**config.mk**
```make
export PLATFORM = sky130hd
export DESIGN_NAME = mux2_rr_arbiter_flat
export DESIGN_NICKNAME = d
export VERILOG_FILES = /design/src/rtl/mux2_rr_arbiter_if.sv /design/src/rtl/mux2_rr_arbiter.sv /design/src/flat_wrapper.sv
export SDC_FILE = /design/constraint.sdc
export NUM_CORES = 1
export LEC_CHECK = 0
export CAP_MARGIN = 30
export CORE_ASPECT_RATIO = 0.6
export CORE_UTILIZATION = 35
export CTS_CLUSTER_SIZE = 12
export DETAILED_ROUTE_END_ITERATION = 12
export GPL_ROUTABILITY_DRIVEN = 0
export PLACE_DENSITY_LB_ADDON = 0.15
export SYNTH_ARGS = -nofsm -noshare
export SYNTH_HDL_FRONTEND = slang
export SYNTH_SLANG_ARGS = --single-unit
```
**constraint.sdc**
```tcl
create_clock -name clk -period 5.54 [get_ports clk]
set_clock_uncertainty 0.2 [all_clocks]
set_input_delay 1.108 -clock clk [delete_from_list [all_inputs] [get_ports clk]]
set_output_delay 1.108 -clock clk [all_outputs]
set_load 0.005 [all_outputs]
```
**src/rtl/mux2_rr_arbiter_if.sv**
```systemverilog
// Handshake bundle between two requesters, the round-robin arbiter and its sink.
// The arbiter uses the slave modport; whoever drives the requests and the sink ready uses master.
interface mux2_rr_arbiter_if #(
    parameter int unsigned DATA_W = 8
);
    logic              req0;
    logic [DATA_W-1:0] data0;
    logic              req1;
    logic [DATA_W-1:0] data1;
    logic              out_ready;
    logic              sel;
    logic              gnt0;
    logic              gnt1;
    logic              out_valid;
    logic [DATA_W-1:0] out_data;
    logic              ack0;
    logic              ack1;

    modport master (
        output req0, data0, req1, data1, out_ready,
        input  sel, gnt0, gnt1, out_valid, out_data, ack0, ack1
    );

    modport slave (
        input  req0, data0, req1, data1, out_ready,
        output sel, gnt0, gnt1, out_valid, out_data, ack0, ack1
    );
endinterface

```
**src/rtl/mux2_rr_arbiter.sv**
```systemverilog
// Two-requester round-robin arbiter driving a 2:1 bit-wise mux with a valid/ready sink.
// Grants are burst-capped at MAX_BURST accepted beats so neither side can starve the other.
module mux2_rr_arbiter #(
    parameter int unsigned DATA_W    = 8,
    parameter int unsigned MAX_BURST = 4
) (
    input  logic                 clk,
    input  logic                 rst,
    mux2_rr_arbiter_if.slave     bus
);

    localparam logic [7:0] LastBeat = 8'(MAX_BURST - 1);

    typedef enum logic [1:0] {
        StIdle,
        StOwn0,
        StOwn1
    } state_e;

    state_e     r_state;
    logic       r_gnt0;
    logic       r_gnt1;
    logic       r_sel;
    logic       r_last;
    logic [7:0] r_cnt;

    logic w_ack0;
    logic w_ack1;
    logic w_final;

    assign w_ack0  = (r_state == StOwn0) & bus.req0 & bus.out_ready;
    assign w_ack1  = (r_state == StOwn1) & bus.req1 & bus.out_ready;
    assign w_final = (r_cnt == LastBeat);

    // r_last == 1 means requester 1 was served most recently, so requester 0 wins a tie.
    always_ff @(posedge clk or posedge rst) begin
        if (rst) begin
            r_state <= StIdle;
            r_gnt0  <= 1'b0;
            r_gnt1  <= 1'b0;
            r_sel   <= 1'b0;
            r_last  <= 1'b1;
            r_cnt   <= 8'd0;
        end else begin
            unique case (r_state)
                StIdle: begin
                    if (bus.req0 && (!bus.req1 || r_last)) begin
                        r_state <= StOwn0;
                        r_gnt0  <= 1'b1;
                        r_gnt1  <= 1'b0;
                        r_sel   <= 1'b0;
                        r_last  <= 1'b0;
                        r_cnt   <= 8'd0;
                    end else if (bus.req1) begin
                        r_state <= StOwn1;
                        r_gnt0  <= 1'b0;
                        r_gnt1  <= 1'b1;
                        r_sel   <= 1'b1;
                        r_last  <= 1'b1;
                        r_cnt   <= 8'd0;
                    end
                end
                StOwn0: begin
                    if (w_ack0 && w_final) begin
                        if (bus.req1) begin
                            r_state <= StOwn1;
                            r_gnt0  <= 1'b0;
                            r_gnt1  <= 1'b1;
                            r_sel   <= 1'b1;
                            r_last  <= 1'b1;
                        end
                        r_cnt <= 8'd0;
                    end else if (w_ack0) begin
                        r_cnt <= r_cnt + 8'd1;
                    end else if (!bus.req0) begin
                        if (bus.req1) begin
                            r_state <= StOwn1;
                            r_gnt0  <= 1'b0;
                            r_gnt1  <= 1'b1;
                            r_sel   <= 1'b1;
                            r_last  <= 1'b1;
                            r_cnt   <= 8'd0;
                        end else begin
                            r_state <= StIdle;
                            r_gnt0  <= 1'b0;
                            r_gnt1  <= 1'b0;
                        end
                    end
                end
                StOwn1: begin
                    if (w_ack1 && w_final) begin
                        if (bus.req0) begin
                            r_state <= StOwn0;
                            r_gnt0  <= 1'b1;
                            r_gnt1  <= 1'b0;
                            r_sel   <= 1'b0;
                            r_last  <= 1'b0;
                        end
                        r_cnt <= 8'd0;
                    end else if (w_ack1) begin
                        r_cnt <= r_cnt + 8'd1;
                    end else if (!bus.req1) begin
                        if (bus.req0) begin
                            r_state <= StOwn0;
                            r_gnt0  <= 1'b1;
                            r_gnt1  <= 1'b0;
                            r_sel   <= 1'b0;
                            r_last  <= 1'b0;
                            r_cnt   <= 8'd0;
                        end else begin
                            r_state <= StIdle;
                            r_gnt0  <= 1'b0;
                            r_gnt1  <= 1'b0;
                        end
                    end
                end
                default: begin
                    r_state <= StIdle;
                    r_gnt0  <= 1'b0;
                    r_gnt1  <= 1'b0;
                end
            endcase
        end
    end

    assign bus.sel       = r_sel;
    assign bus.gnt0      = r_gnt0;
    assign bus.gnt1      = r_gnt1;
    assign bus.ack0      = w_ack0;
    assign bus.ack1      = w_ack1;
    assign bus.out_valid = ((r_state == StOwn0) & bus.req0) | ((r_state == StOwn1) & bus.req1);
    assign bus.out_data  = (bus.data0 & ~{DATA_W{r_sel}}) | (bus.data1 & {DATA_W{r_sel}});

endmodule

```
**src/flat_wrapper.sv**
```systemverilog
// flat-port wrapper written by rule: the top's interface ports become plain ports
module mux2_rr_arbiter_flat 
#(
    parameter int unsigned DATA_W    = 8,
    parameter int unsigned MAX_BURST = 4
)
  (clk, rst, bus_req0, bus_data0, bus_req1, bus_data1, bus_out_ready, bus_sel, bus_gnt0, bus_gnt1, bus_out_valid, bus_out_data, bus_ack0, bus_ack1);
  mux2_rr_arbiter_if #(.DATA_W(DATA_W)) bus_i ();
  input  logic clk;
  input  logic rst;
  input wire logic [$bits(bus_i.req0)-1:0] bus_req0;
  input wire logic [$bits(bus_i.data0)-1:0] bus_data0;
  input wire logic [$bits(bus_i.req1)-1:0] bus_req1;
  input wire logic [$bits(bus_i.data1)-1:0] bus_data1;
  input wire logic [$bits(bus_i.out_ready)-1:0] bus_out_ready;
  output wire logic [$bits(bus_i.sel)-1:0] bus_sel;
  output wire logic [$bits(bus_i.gnt0)-1:0] bus_gnt0;
  output wire logic [$bits(bus_i.gnt1)-1:0] bus_gnt1;
  output wire logic [$bits(bus_i.out_valid)-1:0] bus_out_valid;
  output wire logic [$bits(bus_i.out_data)-1:0] bus_out_data;
  output wire logic [$bits(bus_i.ack0)-1:0] bus_ack0;
  output wire logic [$bits(bus_i.ack1)-1:0] bus_ack1;
  assign bus_i.req0 = bus_req0;
  assign bus_i.data0 = bus_data0;
  assign bus_i.req1 = bus_req1;
  assign bus_i.data1 = bus_data1;
  assign bus_i.out_ready = bus_out_ready;
  assign bus_sel = bus_i.sel;
  assign bus_gnt0 = bus_i.gnt0;
  assign bus_gnt1 = bus_i.gnt1;
  assign bus_out_valid = bus_i.out_valid;
  assign bus_out_data = bus_i.out_data;
  assign bus_ack0 = bus_i.ack0;
  assign bus_ack1 = bus_i.ack1;
  mux2_rr_arbiter #(.DATA_W(DATA_W), .MAX_BURST(MAX_BURST)) u_core (.clk(clk), .rst(rst), .bus(bus_i));
endmodule
```
; ---- Word level (Yosys, flattened, before mapping)
; Index checks and enable logic that the tools add are counted.
[totals]
regBits = 14
elab_cells = 101
output_inout_bits = 14
[classes]
bitwise = 9
n_reduce_logical = 10
n_mux = 64
n_eq_ne = 11
addsub = 1
[ops]
columns = op, count
row1 = 8-bit two-way mux, 9
row2 = 1-bit two-way mux, 39
row3 = 8-bit case mux with 3 select lines, 1
row4 = 2-bit two-way mux, 10
row5 = 8-bit bitwise AND, 2
row6 = "3-bit != test, second input constant", 5
row7 = "4-bit by 3-bit != test with 1-bit output, second input constant", 3
row8 = 1-bit case mux with 3 select lines, 4
row9 = 5-bit AND reduction, 2
row10 = "8-bit by 1-bit adder with 8-bit output, second input constant", 1
row11 = "8-bit by 2-bit == test with 1-bit output, second input constant", 1
row12 = 8-bit inverter, 1
row13 = 8-bit OR, 1
row14 = 2-bit case mux with 3 select lines, 1
row15 = 1-bit bitwise AND, 4
row16 = 4-bit AND reduction, 1
row17 = 1-bit logical AND, 3
row18 = 3-bit nonzero test, 1
row19 = "2-bit by 1-bit == test with 1-bit output, second input constant", 1
row20 = "2-bit == test, second input constant", 1
row21 = 2-bit zero test, 1
row22 = 1-bit zero test, 1
row23 = 1-bit logical OR, 1
row24 = 1-bit OR, 1

; ---- Depth between registers and ports, before layout
; Gate-level depths: netlist of the first run.
[logic_depth]
word_depth = 6
mapped_depth = 8

; ---- Least setup slack after synthesis of the first run
; Ideal clock, no wire load.
[synth_timing]
kind = input -> output
startpoint = input port bus_req1
endpoint = output port bus_out_valid
cell_stages = 3
required_ns = 4.232
path_slack_ns = 2.688
arrival_ns = 1.544
cell_sequence = buf_2 > a22oi_2 > inv_1
[synth_between]
elab_chain_len = 2
[synth_rtl]
columns = element, line
row1 = start: declaration, flat_wrapper.sv:13  ; input wire logic [$bits(bus_i.req1)-1:0] bus_req1;
row2 = 1-bit bitwise AND, mux2_rr_arbiter.sv:131  ; assign bus.out_valid = ((r_state == StOwn0) & bus.req0) | ((r_state == StOwn1) & bus.req1);
row3 = 1-bit OR, mux2_rr_arbiter.sv:131
row4 = end: declaration, flat_wrapper.sv:19  ; output wire logic [$bits(bus_i.out_valid)-1:0] bus_out_valid;
; No other way between the ends.

; ---- Worst setup path after layout of the first run
; Ends and elaborated chain as after synthesis.

==> metrics.md, run 1 <==
| Metric | Value |
|---|---|
| Post-cts resize count | `0` |
| Final WS setup | `1.58 ns` |
| H-tree Lvls | `1` |
| Combinational power share | `55.3%` |
| Hold_sp | `u_core.bus.gnt0` |
| CTS Buf Count | `3` |
| Final hold vios | `0` |
| Hold Crit Endpoint | `u_core.bus.gnt0` |
| # diodes | `0` |
| First-pass GRT wire length | `4.61 mm` |
| Count of final setup violators | `0` |
| Worst setup SP type | `input pin` |
| Tot Pwr | `0.000575 W` |
| Internal cell power | `0.000363 W` |
| Sequential area share after synthesis | `32.7%` |
| Worst-Skew Late Latency | `0.25 ns` |
| Final Max Slew Viols | `0` |
| Slew headroom | `58.3%` |
| Number of distinct library cells after synthesis | `39` |
| Avg Inst Size Synth | `9.11 um^2` |
| CP required | `4.23 ns` |
| Period Utilization, post-route | `71.5%` |
| PD cells | `385 nW/um^2` |
| CTS tree | `done` |
| Worst-case clock buffer depth | `2` |
| Hold depth | `1` |
| Max-cap violations | `0` |
| P_leak | `0.687 nW` |
| Row count | `15` |
| Worst-path clk slew | `0.05 ns` |
| RSZ-0062 raised after global routing | `false` |
| Worst hold-check path type | `reg2reg` |
| Full die area | `3300 um^2` |
| # fillers | `276` |
| RR Endpoint | `u_core.r_cnt[7]` |
| Synthesized area | `1070 um^2` |
| Mapped Cells | `118` |
| P&R area growth vs syn | `39.0%` |
| Final critical-path required period | `3.96 ns` |
| Post-CTS Setup Bufs | `0` |
| EDFF count, synth | `0` |
| WP data arrival | `2.65 ns` |
| Reg2Reg Setup Slack | `3.25 ns` |
| Total net switching power | `0.000212 W` |
| Post-placement cell area | `1440 um^2` |
| Drt drc | `0` |
| Syn_nets | `144` |
| Hpwl dp | `2.17 mm` |
| Remaining Overflow, GRT | `0` |
| Fmax | `0.253 GHz` |
| # port buffers | `34` |
| Commonest cells after routing, fill and taps aside | `clkdlybuf4s50_1 (34), dfrtp_1 (13), nor2_1 (12)` |
| Most used DFF post-synth | `dfrtp_1` |
| Drt via density | `5.19` |
| Multi-input gate area | `672 um^2` |
| Number of global-route vias before repair | `862` |
| Core area | `2890 um^2` |
| Vias | `1001` |
| Wire per inst | `14.5 um` |
| Post-route cell area | `1490 um^2` |
| Status | `completed` |
| Setup TNS Final | `0 ns` |
| Setup Slack @ Placement | `1.61 ns` |
| Antenna violations before repair | `0` |
| Final wirelength | `2.80 mm` |
| FF-to-FF path depth | `7` |
| Switching Share | `36.9%` |
| Post-route antenna net violation count | `0` |
| Initial Utilization | `37.2%` |
| Number of primary I/O pins | `35` |
| CTS root buf | `clkbuf_8` |
| Width of the die | `73.5 um` |
| Worst-Margin Slew | `0.622 ns` |
| Drt pass-1 iters | `4` |
| Post-synthesis async set-or-reset flop share | `100%` |
| Maximum VDD drop | `0.237 mV` |
| Crit Path Class | `in2out` |
| Flop pwr share | `27.3%` |
| Synth Register Bits | `14` |
| Setup crit end kind | `primary output` |
| Number of nets in the layout | `178` |
| Worst Path Max Fanout | `11` |
| DR iter-0 viols | `66` |
| Share of cells above drive strength 1 | `16.6%` |
| Hold_buf cts | `0` |
| Commonest non-fill, non-tap cell in the layout | `clkdlybuf4s50_1` |
| Sequential cell area | `352 um^2` |
| Worst r2r src | `u_core.r_state[0]` |
| Die H | `44.9 um` |
| Clk network pwr share | `17.4%` |
| Synth Warn # | `0` |
| Total GRT Usage | `19.2%` |
| Sink Count | `14` |
| Largest net degree at the start of global routing | `15` |
[sequential cells by signal (all words and copies together) (netlist names)]
signal / count
u_core.bus.gnt0: 1
u_core.r_state: 2
u_core.bus.gnt1: 1
u_core.r_cnt: 8
u_core.r_last: 1
u_core.bus.sel: 1
[synth_stat cells (3+ instances only)]
cell,count,share of area (%)
nor2_1,12,4.2
a22o_2,3,2.8
o21ai_0,3,1.4
dfrtp_1,13,30
a221o_1,3,2.8
mux2_2,9,9.4
inv_1,6,2.1
ha_1,5,5.8
a2bb2oi_1,3,2.4
nand2_1,9,3.1
and3_1,6,3.5
nand3_1,9,4.2
nor2b_1,3,1.7
[how the worst max path moves through the flow]
stage,start,end,slack (ns)
3_3_place_gp,bus_req1,bus_out_valid,1.65
2_1_floorplan,bus_req1,bus_out_valid,2.69
6_report,bus_req1,bus_out_valid,1.58
4_1_cts,bus_req1,bus_out_valid,1.61
5_1_grt,bus_req1,bus_out_valid,1.49
3_5_place_dp,bus_req1,bus_out_valid,1.61
[layer usage]
| metal | vias to the layer above | part of all wire, % | GRT usage, % |
|---|---|---|---|
| li1 | 503 | - | - |
| met1 | 465 | 57 | 32.8 |
| met2 | 29 | 36 | 21.1 |
| met3 | 4 | 5.8 | 6.03 |
| met4 | 0 | 0.75 | 4.62 |
| met5 | - | 0 | 0 |
[stage by stage]
stage | instances | hold slack, ns | utilization [%]
floorplan | 118 | 0.274 | -
CTS | 193 | 0.284 | 51.7
global route | 193 | 0.314 | 51.7
global placement | 189 | 0.268 | 49.8
detailed placement | 189 | 0.269 | 49.8
finish | 193 | 0.276 | 51.7
[cell families (layout without fill, tap and decap cells)]
family	count (synthesis)	after routing	share of synthesized area (%)
xor gates and xnor gates	1	1	0.815
adders and majority gates	5	5	5.82
buffers and inverters	11	44	4.77
and+or+nand+nor	50	50	24.6
AOI/OAI and AO/OA	27	27	21.0
muxes	10	10	10.4
DFF	14	14	32.7
[power by group through the flow]
stage | logic, W | registers [W] | clock network [W]
after global placement | 0.000309 | 0.000159 | 0
after floorplan | 0.000207 | 0.000145 | 0
final | 0.000318 | 0.000157 | 0.000100
after CTS | 0.000317 | 0.000158 | 0.000103
after detailed placement | 0.000313 | 0.000159 | 0
after global routing | 0.000352 | 0.000162 | 0.000110
[critical path, stage by stage]
cell and delay (ns):
clkdlybuf4s50_1 0.70, a22oi_2 0.16, inv_1 0.16, clkdlybuf4s50_1 0.52
[final cells by class]
cell class	count	area share [%]
well taps	42	3.52
multi-input cells	93	45.0
inverters	6	1.51
repair buffers	34	22.8
clock buffers	4	3.69
flip-flops and latches	14	23.5
Power figures use the tool's default switching activity.
==> run 2: changes to the inputs <==
clock period = 3.6 ns   (was 5.54 ns; I/O delays follow)
==> metrics.md, run 2 (synthesized netlist as in run 1, its figures left out) <==
| Metric | Value |
|---|---|
| Number of nets in the layout | `178 (unchanged)` |
| Met1 wire length | `1.58 mm (was 1.61 mm)` |
| Core area | `2890 um^2 (unchanged)` |
| Width of the die | `73.5 um (unchanged)` |
| P&R area growth vs syn | `39.0% (unchanged)` |
| Status | `completed (unchanged)` |
| RSZ-0062 raised after global routing | `false (unchanged)` |
| Count of final setup violators | `0 (unchanged)` |
| Final WS setup | `0.426 ns (was 1.58 ns)` |
| Top reg by flops | `u_core.r_cnt (unchanged)` |
| CTS Buf Count | `3 (unchanged)` |
| Slew headroom | `59.5% (was 58.3%)` |
| H-tree Lvls | `1 (unchanged)` |
| Worst-case clock buffer depth | `2 (unchanged)` |
| Worst-path clk slew | `0.06 ns (was 0.05 ns)` |
| DR WL met3 | `190 um (was 162 um)` |
| # diodes | `0 (unchanged)` |
| Number of primary I/O pins | `35 (unchanged)` |
| Vias | `994 (was 1001)` |
| Antenna violations before repair | `0 (unchanged)` |
| Worst hold slack | `0.276 ns (about the same)` |
| Share of cells above drive strength 1 | `16.6% (unchanged)` |
| Drt drc | `0 (unchanged)` |
| P_leak | `0.687 nW (unchanged)` |
| CTS root buf | `clkbuf_8 (unchanged)` |
| Die H | `44.9 um (unchanged)` |
| Top Registers | `u_core.r_cnt x8, u_core.r_state x2 (unchanged)` |
| Full die area | `3300 um^2 (unchanged)` |
| Remaining Overflow, GRT | `0 (unchanged)` |
| Fmax | `0.315 GHz` |
| Drt pass-1 iters | `4 (unchanged)` |
| Wire per inst | `14.2 um (was 14.5 um)` |
| Initial Utilization | `37.2% (unchanged)` |
| Period Utilization, post-route | `88.2%` |
| Worst-Margin Slew | `0.604 ns (was 0.622 ns)` |
| Setup TNS Final | `0 ns (unchanged)` |
| Worst-Skew Late Latency | `0.25 ns (about the same)` |
| PD cells | `590 nW/um^2 (was 385 nW/um^2)` |
| Post-CTS Setup Bufs | `0 (unchanged)` |
| Number of global-route vias before repair | `855 (was 862)` |
| Worst hold-check path type | `reg2reg (unchanged)` |
| # fillers | `272 (was 276)` |
| Largest net degree at the start of global routing | `15 (unchanged)` |
| Drt via density | `5.15 (was 5.19)` |
| Crit Path Class | `in2out (unchanged)` |
| Worst Path Max Fanout | `11 (unchanged)` |
| CTS tree | `done (unchanged)` |
| Post-cts resize count | `0 (unchanged)` |
| Row count | `15 (unchanged)` |
| Hold_buf cts | `0 (unchanged)` |
| Max-cap violations | `0 (unchanged)` |
| Largest register FFs | `8 (unchanged)` |
| Multi-input gate area | `672 um^2 (unchanged)` |
| Total GRT Usage | `18.6% (was 19.2%)` |
| Commonest non-fill, non-tap cell in the layout | `clkdlybuf4s50_1 (unchanged)` |
| Commonest cells after routing, fill and taps aside | `clkdlybuf4s50_1 (34), dfrtp_1 (13), nor2_1 (12) (unchanged)` |
| Top layer in use | `met4 (unchanged)` |
| Final hold vios | `0 (unchanged)` |
| Final critical-path required period | `3.17 ns` |
| Setup crit end kind | `primary output (unchanged)` |
| Post-route antenna net violation count | `0 (unchanged)` |
| DR iter-0 viols | `103 (was 66)` |
| # port buffers | `34 (unchanged)` |
| Sink Count | `14 (unchanged)` |
| Hpwl dp | `2.16 mm (was 2.17 mm)` |
| Final Max Slew Viols | `0 (unchanged)` |
| Worst setup SP type | `input pin (unchanged)` |
| WP data arrival | `2.25 ns (was 2.65 ns)` |
| CP required | `2.68 ns (was 4.23 ns)` |
| Final wirelength | `2.74 mm (was 2.80 mm)` |
| Setup Slack @ Placement | `0.455 ns (was 1.61 ns)` |
| Met2 WL | `943 um (was 1.01 mm)` |
| First-pass GRT wire length | `4.45 mm (was 4.61 mm)` |
| Sequential cell area | `352 um^2 (unchanged)` |
| Maximum VDD drop | `0.355 mV (was 0.237 mV)` |
-- run 2: power by group --
part	total (W)	internal, W	switching (W)
sequential	0.000241	0.000198	0.0000431
clock	0.000153	0.0000968	0.0000561
combinational	0.000488	0.000264	0.000224
-- run 2: stage by stage --
stage	instances	area (um^2)	power [W]	utilization [%]
2_1_floorplan	118	1070	0.000543	-
4_1_cts	193	1490	0.000886	51.7
5_1_grt	193	1490	0.000957	51.7
3_3_place_gp	189	1440	0.000720	49.8
6_report	193	1490	0.000882	51.7
3_5_place_dp	189	1440	0.000726	49.8
-- run 2: path summary, 6_finish.rpt --
check                                   from         endpoint  slack, ns  depth (start not counted)
min                          u_core.bus.gnt0  u_core.bus.gnt0       0.28                          1
max                                 bus_req1    bus_out_valid       0.43                          4
min reg2reg                  u_core.bus.gnt0  u_core.bus.gnt0       0.28                          1
max reg2reg                u_core.r_state[0]  u_core.r_cnt[7]       1.33                          7
min in group asynchronous                rst  u_core.r_cnt[7]       0.61                          2
max in group asynchronous                rst    u_core.r_last       2.22                          2
-- run 2: critical path, stage by stage --
cell             delay [ns]
clkdlybuf4s50_1        0.70
a22oi_2                0.16
inv_1                  0.15
clkdlybuf4s50_1        0.52
-- run 2: final cells by class --
class                           count  share of cell area [%]
Clock buffer                        4                    3.69
Inverter                            6                    1.51
Multi-Input combinational cell     93                    45.0
Sequential cell                    14                    23.5
Tap cell                           42                    3.52
Timing Repair Buffer               34                    22.8
-- run 2: metal layers --
layer / GRT usage [%] / vias up
met2: 20.2 / 26
met1: 32.2 / 459
met3: 6.70 / 4
met4: 3.08 / 0
li1: - / 505
met5: 0 / -
==> run 3: changes to the inputs <==
CORE_UTILIZATION = 41   (was 35)
==> metrics.md, run 3 (synthesized netlist as in run 1, its figures left out) <==
| Metric | Value |
|---|---|
| Setup crit start | `bus_req1 (unchanged)` |
| Largest register FFs | `8 (unchanged)` |
| # port buffers | `34 (unchanged)` |
| CTS tree | `done (unchanged)` |
| Worst-path clk slew | `0.06 ns (about the same)` |
| CP bufs+invs | `3 (unchanged)` |
| Reg2Reg Setup Slack | `1.33 ns (about the same)` |
| Worst-Skew Late Latency | `0.25 ns (about the same)` |
| CP required | `2.68 ns (about the same)` |
| Drt via density | `5.70 (was 5.15)` |
| Slew headroom | `61.4% (was 59.5%)` |
| Max-cap violations | `0 (unchanged)` |
| Hpwl dp | `2.32 mm (was 2.16 mm)` |
| Worst hold-check path type | `reg2reg (unchanged)` |
| Met2 WL | `1.26 mm (was 943 um)` |
| Worst path slowest cell | `clkdlybuf4s50_1 (unchanged)` |
| Post-route antenna net violation count | `0 (unchanged)` |
| Antenna violations before repair | `0 (unchanged)` |
| Most frequent CP cell | `clkdlybuf4s50_1 (unchanged)` |
| Drt pass-1 iters | `5 (was 4)` |
| Crit path to | `bus_out_valid (unchanged)` |
| PD cells | `609 nW/um^2 (was 590 nW/um^2)` |
| Worst-Margin Slew | `0.575 ns (was 0.604 ns)` |
| Met1 wire length | `1.43 mm (was 1.58 mm)` |
| Worst r2r src | `u_core.r_state[0] (unchanged)` |
| DR iter-0 viols | `184 (was 103)` |
| Crit Path Class | `in2out (unchanged)` |
| # diodes | `0 (unchanged)` |
| Share of cells above drive strength 1 | `16.6% (unchanged)` |
| Status | `completed (unchanged)` |
| Initial Utilization | `46.5% (was 37.2%)` |
| Top Registers | `u_core.r_cnt x8, u_core.r_state x2 (unchanged)` |
| Number of global-route vias before repair | `1014 (was 855)` |
| Setup TNS Final | `0 ns (unchanged)` |
| Period Utilization, post-route | `89.5% (was 88.2%)` |
| Final core occ | `64.0% (was 51.7%)` |
| DR WL met3 | `231 um (was 190 um)` |
| Full die area | `2840 um^2 (was 3300 um^2)` |
| Drt drc | `0 (unchanged)` |
| Post-cts resize count | `0 (unchanged)` |
| Worst setup SP type | `input pin (unchanged)` |
| Fmax | `0.310 GHz (was 0.315 GHz)` |
| Core area | `2310 um^2 (was 2890 um^2)` |
| Worst-case clock buffer depth | `2 (unchanged)` |
| H-tree Lvls | `1 (unchanged)` |
| Top reg by flops | `u_core.r_cnt (unchanged)` |
| Maximum VDD drop | `0.339 mV (was 0.355 mV)` |
| Stages on the worst setup path | `4 (unchanged)` |
| CTS Buf Count | `3 (unchanged)` |
| WP data arrival | `2.30 ns (was 2.25 ns)` |
| Final hold vios | `0 (unchanged)` |
| Final critical-path required period | `3.22 ns (was 3.17 ns)` |
| Hold_buf cts | `0 (unchanged)` |
| Worst Path Max Fanout | `11 (unchanged)` |
| Remaining Overflow, GRT | `0 (unchanged)` |
| Worst-path cell chain | `clkdlybuf4s50_1 > a22oi_2 > inv_1 > clkdlybuf4s50_1 (unchanged)` |
| Count of final setup violators | `0 (unchanged)` |
| Sink Count | `14 (unchanged)` |
| Number of primary I/O pins | `35 (unchanged)` |
| CTS root buf | `clkbuf_8 (unchanged)` |
| First-pass GRT wire length | `4.82 mm (was 4.45 mm)` |
| Wire per inst | `16.3 um (was 14.2 um)` |
| P_leak | `0.687 nW (unchanged)` |
| # fillers | `198 (was 272)` |
| Die H | `41.7 um (was 44.9 um)` |
| Vias | `1032 (was 994)` |
| Top layer in use | `met4 (unchanged)` |
| Commonest non-fill, non-tap cell in the layout | `clkdlybuf4s50_1 (unchanged)` |
| Number of nets in the layout | `178 (unchanged)` |
| Total GRT Usage | `23.2% (was 18.6%)` |
| Commonest cells after routing, fill and taps aside | `clkdlybuf4s50_1 (34), dfrtp_1 (13), nor2_1 (12) (unchanged)` |
| Width of the die | `68.1 um (was 73.5 um)` |
| RR Endpoint | `u_core.r_last (was u_core.r_cnt[7])` |
| CP max stage delay | `0.71 ns (was 0.70 ns)` |
| Final wirelength | `2.95 mm (was 2.74 mm)` |
| Worst path top cell family by delay | `buffers and inverters (unchanged)` |
| P&R area growth vs syn | `37.6% (was 39.0%)` |
| Largest net degree at the start of global routing | `15 (unchanged)` |
| RSZ-0062 raised after global routing | `false (unchanged)` |
| FF-to-FF path depth | `7 (unchanged)` |
| Setup crit end kind | `primary output (unchanged)` |
| Post-CTS Setup Bufs | `0 (unchanged)` |
| Final Max Slew Viols | `0 (unchanged)` |
| Row count | `13 (was 15)` |
## run 3: how the worst min path moves through the flow
stage | to | from | slack [ns] | cells past startpoint
after CTS | u_core.bus.gnt0 | u_core.bus.gnt0 | 0.31 | 1
after global placement | u_core.bus.gnt0 | u_core.bus.gnt0 | 0.27 | 1
after floorplan | u_core.bus.gnt0 | u_core.bus.gnt0 | 0.27 | 1
after global routing | u_core.bus.gnt0 | u_core.bus.gnt0 | 0.32 | 1
final | u_core.bus.gnt0 | u_core.bus.gnt0 | 0.30 | 1
after detailed placement | u_core.bus.gnt0 | u_core.bus.gnt0 | 0.29 | 1
## run 3: layout make-up
type	count	area [um^2]	share of cell area (%)
clock buffers	4	55.1	3.72
multi-input cells	93	672	45.4
flip-flops and latches	14	352	23.8
repair buffers	34	340	23.0
inverters	6	22.5	1.52
well taps	30	37.5	2.54
## run 3: where the power goes
group          switching [W]  internal (W)
combinational       0.000235      0.000265
clock              0.0000613     0.0000970
sequential         0.0000448      0.000198
## run 3: stage by stage
| step | setup slack [ns] | std cells | power (W) | hold slack (ns) | instance area, um^2 |
|---|---|---|---|---|---|
| final | 0.379 | 181 | 0.000901 | 0.300 | 1480 |
| after detailed placement | 0.425 | 177 | 0.000737 | 0.292 | 1420 |
| after global routing | 0.308 | 181 | 0.000965 | 0.319 | 1480 |
| after global placement | 0.488 | 177 | 0.000719 | 0.266 | 1420 |
| after floorplan | 1.42 | 118 | 0.000543 | 0.274 | 1070 |
| after CTS | 0.418 | 181 | 0.000899 | 0.310 | 1480 |
## run 3: per-layer routing
metal	global-route usage (%)	up-vias
li1	-	499
met1	33.0	488
met2	32.7	39
met3	9.89	6
met4	3.75	0
met5	0	-
